[src/rtl/pipe_stage_fifo_if.sv]
// Valid/ready handshake bundle between two pipeline stages around a pipe_stage_fifo.
// master = upstream producer / downstream consumer side, slave = the buffer itself.
interface pipe_stage_fifo_if #(
  parameter int DATA_W = 64
);
  logic              i_valid;
  logic              i_ready;
  logic [DATA_W-1:0] i_data;
  logic              o_valid;
  logic              o_ready;
  logic [DATA_W-1:0] o_data;

  modport master (
    output i_valid, i_data, o_ready,
    input  i_ready, o_valid, o_data
  );

  modport slave (
    input  i_valid, i_data, o_ready,
    output i_ready, o_valid, o_data
  );
endinterface

[src/rtl/pipe_stage_fifo.sv]
// DEPTH-entry circular valid/ready buffer with synchronous flush and occupancy count.
// Optional macro PIPE_STAGE_FIFO_BUBBLE_EN forces o_data to BUBBLE while empty.
module pipe_stage_fifo #(
  parameter int              DATA_W = 64,
  parameter int              DEPTH  = 2,
  parameter logic [DATA_W-1:0] BUBBLE = '0
) (
  input  logic                       clk,
  input  logic                       rst,
  input  logic                       flush,
  pipe_stage_fifo_if.slave           bus,
  output logic [$clog2(DEPTH+1)-1:0] count
);

  localparam int CNT_W = $clog2(DEPTH + 1);
  localparam int PTR_W = (DEPTH > 1) ? $clog2(DEPTH) : 1;

  logic [DATA_W-1:0] mem [DEPTH];
  logic [PTR_W-1:0]  wr_ptr, rd_ptr;
  logic [PTR_W-1:0]  wr_ptr_nxt, rd_ptr_nxt;
  logic [CNT_W-1:0]  count_nxt;
  logic              ins, rem;

  // Wrap explicitly at DEPTH-1 so non-power-of-two depths work.
  function automatic logic [PTR_W-1:0] ptr_inc(input logic [PTR_W-1:0] p);
    return (p == PTR_W'(DEPTH - 1)) ? '0 : PTR_W'(p + 1'b1);
  endfunction

  assign bus.i_ready = (count != CNT_W'(DEPTH));
  assign bus.o_valid = (count != '0);
  assign ins         = bus.i_valid & bus.i_ready;
  assign rem         = bus.o_valid & bus.o_ready;

`ifdef PIPE_STAGE_FIFO_BUBBLE_EN
  assign bus.o_data = bus.o_valid ? mem[rd_ptr] : BUBBLE;
`else
  assign bus.o_data = mem[rd_ptr];
`endif

  always_comb begin
    count_nxt  = count;
    wr_ptr_nxt = wr_ptr;
    rd_ptr_nxt = rd_ptr;
    if (flush) begin
      count_nxt  = '0;
      wr_ptr_nxt = '0;
      rd_ptr_nxt = '0;
    end else begin
      if (ins) wr_ptr_nxt = ptr_inc(wr_ptr);
      if (rem) rd_ptr_nxt = ptr_inc(rd_ptr);
      case ({ins, rem})
        2'b10:   count_nxt = count + 1'b1;
        2'b01:   count_nxt = count - 1'b1;
        default: count_nxt = count;
      endcase
    end
  end

  always_ff @(posedge clk or posedge rst) begin
    if (rst) begin
      count  <= '0;
      wr_ptr <= '0;
      rd_ptr <= '0;
    end else begin
      count  <= count_nxt;
      wr_ptr <= wr_ptr_nxt;
      rd_ptr <= rd_ptr_nxt;
    end
  end

  // Payload storage carries no reset; a beat accepted during flush is dropped.
  always_ff @(posedge clk) begin
    if (ins && !flush) mem[wr_ptr] <= bus.i_data;
  end

`ifndef SYNTHESIS
  a_count_range: assert property (@(posedge clk) disable iff (rst)
    count <= CNT_W'(DEPTH));
  a_no_remove_empty: assert property (@(posedge clk) disable iff (rst)
    !(bus.o_valid && bus.o_ready && count == '0));
`endif

endmodule

[src/flat_wrapper.sv]
// flat-port wrapper written by rule: the top's interface ports become plain ports
module pipe_stage_fifo_flat 
#(
  parameter int              DATA_W = 64,
  parameter int              DEPTH  = 2,
  parameter logic [DATA_W-1:0] BUBBLE = '0
)
  (clk, rst, flush, count, bus_i_valid, bus_i_data, bus_o_ready, bus_i_ready, bus_o_valid, bus_o_data);
  pipe_stage_fifo_if #(.DATA_W(DATA_W)) bus_i ();
  input  logic clk;
  input  logic rst;
  input  logic flush;
  output logic [$clog2(DEPTH+1)-1:0] count;
  input wire logic [$bits(bus_i.i_valid)-1:0] bus_i_valid;
  input wire logic [$bits(bus_i.i_data)-1:0] bus_i_data;
  input wire logic [$bits(bus_i.o_ready)-1:0] bus_o_ready;
  output wire logic [$bits(bus_i.i_ready)-1:0] bus_i_ready;
  output wire logic [$bits(bus_i.o_valid)-1:0] bus_o_valid;
  output wire logic [$bits(bus_i.o_data)-1:0] bus_o_data;
  assign bus_i.i_valid = bus_i_valid;
  assign bus_i.i_data = bus_i_data;
  assign bus_i.o_ready = bus_o_ready;
  assign bus_i_ready = bus_i.i_ready;
  assign bus_o_valid = bus_i.o_valid;
  assign bus_o_data = bus_i.o_data;
  pipe_stage_fifo #(.DATA_W(DATA_W), .DEPTH(DEPTH), .BUBBLE(BUBBLE)) u_core (.clk(clk), .rst(rst), .flush(flush), .bus(bus_i), .count(count));
endmodule
[config.mk]
export PLATFORM = sky130hd
export DESIGN_NAME = pipe_stage_fifo_flat
export DESIGN_NICKNAME = d
export VERILOG_FILES = /design/src/rtl/pipe_stage_fifo_if.sv /design/src/rtl/pipe_stage_fifo.sv /design/src/flat_wrapper.sv
export SDC_FILE = /design/constraint.sdc
export NUM_CORES = 1
export LEC_CHECK = 0
export ABC_AREA = 1
export BUFFER_PORTS_ARGS = -buffer_cell sky130_fd_sc_hd__buf_2
export CAP_MARGIN = 20
export CORE_MARGIN = 2
export CORE_UTILIZATION = 35
export DETAILED_ROUTE_END_ITERATION = 6
export PLACE_DENSITY = 0.68
export SETUP_SLACK_MARGIN = 0.02
export SYNTH_ARGS = -nofsm -noshare
export SYNTH_HDL_FRONTEND = slang
export SYNTH_SLANG_ARGS = --single-unit
[constraint.sdc]
create_clock -name clk -period 10.9 [get_ports clk]
set_input_delay 1.635 -clock clk [delete_from_list [all_inputs] [get_ports clk]]
set_output_delay 1.635 -clock clk [all_outputs]
set_load 0.05 [all_outputs]
; ---- Word level (Yosys, flattened, before mapping)
; Memories as Yosys holds them, arrays and structs flattened.
; Cells that the tools add are included.
; Widths: inputs -> output; s select.
[op_classes]
bitwise_logic = 2
n_addsub = 4
muxes = 10
eq_ne = 3
reduce_logical = 6
[ops]
columns = operator, count
row1 = $mux 1, 8
row2 = $reduce_bool 2->1, 3
row3 = $pmux 2 s2, 1
row4 = $reduce_bool 3->1, 1
row5 = $add 1x1->1 const B, 2
row6 = $add 2x1->2 const B, 1
row7 = $and 1x1->1, 2
row8 = $eq 2x1->1 const B, 1
row9 = $eq 2x2->1 const B, 1
row10 = $mux 2, 1
row11 = $ne 2x2->1 const B, 1
row12 = $sub 2x1->2 const B, 1
row13 = $logic_and 1x1->1, 1
row14 = $logic_not 1->1, 1
[totals]
ff_bits = 4
input_bits = 69
n_memories = 1
wordCells = 29
output_inout_bits = 68
mem_bits_rw = 128
[memory_table]
columns = memory, words, word_bits, rd, rd_clocked_by_memory_dff, write_ports, line_no
row1 = u_core.mem, 2, 64, 1, 0, 1, pipe_stage_fifo.sv:18  ; logic [DATA_W-1:0] mem [DEPTH];

; ---- Depth between registers and ports, before layout
[depth]
ltp_word = 5
ltp_mapped = 8
depth_no_buf = 8

; ---- Worst setup path before layout
; OpenSTA, ideal clock, no wires.
[synth_timing]
path_type = input port to flip-flop
from = input flush
to = memory u_core.mem[0][0], enable pin
required_ns = 10.413
t_arrival_ns = 4.533
slack_ns = 5.880
path_stages = 3
n_path_buf = 0
setup_ns = 0.487
path_cell_list = inv_2 -> nand3_1 -> nor2_1
[synth_between]
elab_chain_cells = 4
[synth_lines]
columns = item, line_no
row1 = "start, declared", flat_wrapper.sv:12  ; input logic flush;
row2 = $logic_not 1->1, pipe_stage_fifo.sv:73  ; if (ins && !flush) mem[wr_ptr] <= bus.i_data;
row3 = $logic_and 1x1->1, pipe_stage_fifo.sv:73
row4 = $mux 1, pipe_stage_fifo.sv:73
row5 = $mux 1 (implied by the code), pipe_stage_fifo.sv:73
row6 = "end, declared", pipe_stage_fifo.sv:18
; No other way between the ends.

; ---- Worst setup path after layout
[layout_timing]
from = register u_core.rd_ptr
to = output bus_o_data[9]
[layout_between]
elab_chain_cells = 1
[layout_lines]
columns = item, line_no
row1 = "start, declared", pipe_stage_fifo.sv:19  ; logic [PTR_W-1:0] wr_ptr, rd_ptr;
row2 = "start signal, assigned", pipe_stage_fifo.sv:67  ; rd_ptr <= rd_ptr_nxt;
row3 = $mem_v2 2x64, n/a
row4 = "end, declared", flat_wrapper.sv:19  ; output wire logic [$bits(bus_i.o_data)-1:0] bus_o_data;
; No other way between the ends.

==> flow_summary.ini <==
[critical_path]
cp.required_ns = 9.27
setup.worst_path.end_class = output port
crit_type = flop to output port
path_buf_inv = 2
rrSetupSlack_ns = 8.29
crit_family = buffers and inverters
rr_startpoint = u_core.count[0]
cp_data_arrival_time_ns = 2.09
worstSetupStartpointType = flop
rr_endpoint = u_core.mem[1][43]
critPathSlowestCell = buf_4
slowest_delay_ns = 0.68
reg2reg_depth = 5
crit_fanout = 66
crit_start = u_core.rd_ptr
path_cells = buf_4 -> mux2_1 -> buf_2

[global_route]
grt_max_degree = 67
antenna_found_initial = 0
grt_pass1_wl_um = 12600
grt_usage_pct = 11.7
grt_pass1_vias = 2588
grt_overflow = 0

[die]
start_util_pct = 35.5
core_area_um2 = 13800
die-area_um2 = 14900
row_count = 43
die_x_um = 122
io_pins = 137
die_h_um = 122

[finish]
syn_to_final_growth_pct = 31.6
drive_gt1_share_pct = 45.0
nets = 456
diodes = 0
stdcell_count = 580

[timing]
holdWs_ns = 0.577
fin_skew_ns = 0.00593
slew_viol_final = 0
relSlewSlack_pct = 36.0
hold_violations = 0
rsz0062_at_grt = false
final-setup-viol-count = 0
period_needed_ns = 3.72
setup-tns-final_ns = 0
tightestPinTransition_ns = 0.957
fin_crit_sh_pct = 34.2
clock.fmax_mhz = 269

[placement]
dpl.cell_count = 548
portBuffers = 136
place_hpwl_um = 5500
gp_congestion = 0.651

[clock_network]
clkSlewWorstSetupHoldPaths_ns = 0.06
clockBufferDepth = 2
cts_root_buf = clkbuf_16
cts_tree = done
clock_latency_ns = 0.41
cts_sinks = 132
htree_levels = 4
cts_buffers = 17
ctsResizeCount = 0
hold_buffers = 0
cts_setup_buffers = 0

[route]
wl_per_cell_um = 14.8
drc = 0
totalWireLength_um = 8600
drt-pass1-iter-count = 4
avgViaCountPerCell = 4.48
drt_iter0_drc = 138
ant_nets = 0
num_vias = 2600

[synthesis]
ys_async_sr_fraction_pct = 3.03
synth_top_area_share_pct = 78.5
synth-seq-cells = 132
yosys_most_used_dff = edfxtp_1
syn_area_um2 = 4890
synth_nets = 305
seq_area_frac_synth_pct = 80.6
synth_cells = 236
synthTopCellsByArea = edfxtp_1 79%, mux2_1 15%, dfrtp_1 2.0%
yosysMostFrequentCell = edfxtp_1
syn_avg_cell_area_um2 = 20.7
synth_edf_count = 128
yosysTopAreaCell = edfxtp_1
ys_warn_count = 0
synth.distinct_cells = 17
synth_common_cells = 128 x edfxtp_1, 64 x mux2_1, 6 x inv_1, 6 x nand2_1

[worst_hold_path]
min_path_type = flop to flop
hold_start = u_core.wr_ptr
holdPathStages = 1
hold_end = u_core.wr_ptr

[power_and_ir_drop]
p_per_area_nw_per_um2 = 260
leakagePower_nw = 2.44
ir_worst_vdd_uv = 107
power_mw = 1.68

[outcome]
status = finished, final reports clean

[job]
maxCapViolations = 0
## how the worst max path moves through the flow
stage | cells past startpoint | slack, ns | endpoint
2_1_floorplan | 3 | 5.88 | u_core.mem[0][0]
4_1_cts | 3 | 7.11 | bus_o_data[9]
3_5_place_dp | 5 | 7.02 | u_core.mem[1][12]
3_3_place_gp | 5 | 7.12 | u_core.mem[1][45]
5_1_grt | 3 | 7.03 | bus_o_data[9]
6_report | 3 | 7.18 | bus_o_data[9]
## per-layer routing
layer  GRT usage, %  vias to the layer above  part of all wire [%]  wire (um)
li1               -                     1217                     -          -
met1           12.1                     1281                    40       3400
met2           20.2                       87                    52       4510
met3           4.79                       15                   5.9        506
met4           6.47                        0                   2.0        176
met5              0                        -                     0          0
## sequential cells by signal (all words and copies together), names as in the netlist
signal	cells
u_core.wr_ptr	1
u_core.mem	128
u_core.count	2
u_core.rd_ptr	1
## logic make-up after synthesis
kind of cell	Yosys count	synth area share, %
DFF	132	80.6
muxes	64	14.7
and+or+nand+nor	20	2.30
buffers and inverters	15	1.89
AOI/OAI and AO/OA	5	0.511
## placed cells by master (no fill, tap or decap), drive strengths merged
cell / Yosys / layout
a21oi: 1 / 1
clkinv: 0 / 3
inv: 8 / 8
o21ai: 4 / 4
clkbuf: 0 / 22
nand3: 4 / 4
nor2: 6 / 6
bufinv: 0 / 6
buf: 7 / 139
mux2: 64 / 64
clkinvlp: 0 / 1
edfxtp: 128 / 128
nand2: 10 / 10
dfrtp: 4 / 4
## metrics by stage
step	setup slack, ns	cell area (um^2)	utilization [%]
floorplan	5.88	4890	-
global placement	7.12	5780	41.9
detailed placement	7.02	5780	41.9
CTS	7.11	6440	46.8
global route	7.03	6440	46.8
finish	7.18	6440	46.8
## cell type report
| type | instances | area, um^2 |
|---|---|---|
| inverters | 8 | 30.0 |
| clock buffers | 22 | 464 |
| fillers | 1215 | 7330 |
| well taps | 180 | 225 |
| flip-flops and latches | 132 | 3950 |
| clock inverters | 10 | 203 |
| multi-input cells | 89 | 873 |
| repair buffers | 139 | 703 |
## power by group
| part | switching, mW | leakage (nW) | internal, mW |
|---|---|---|---|
| clock | 0.196 | 0.324 | 0.440 |
| combinational | 0.318 | 0.891 | 0.0993 |
| sequential | 0.0137 | 1.22 | 0.609 |
(Power assumes the default switching activity.)
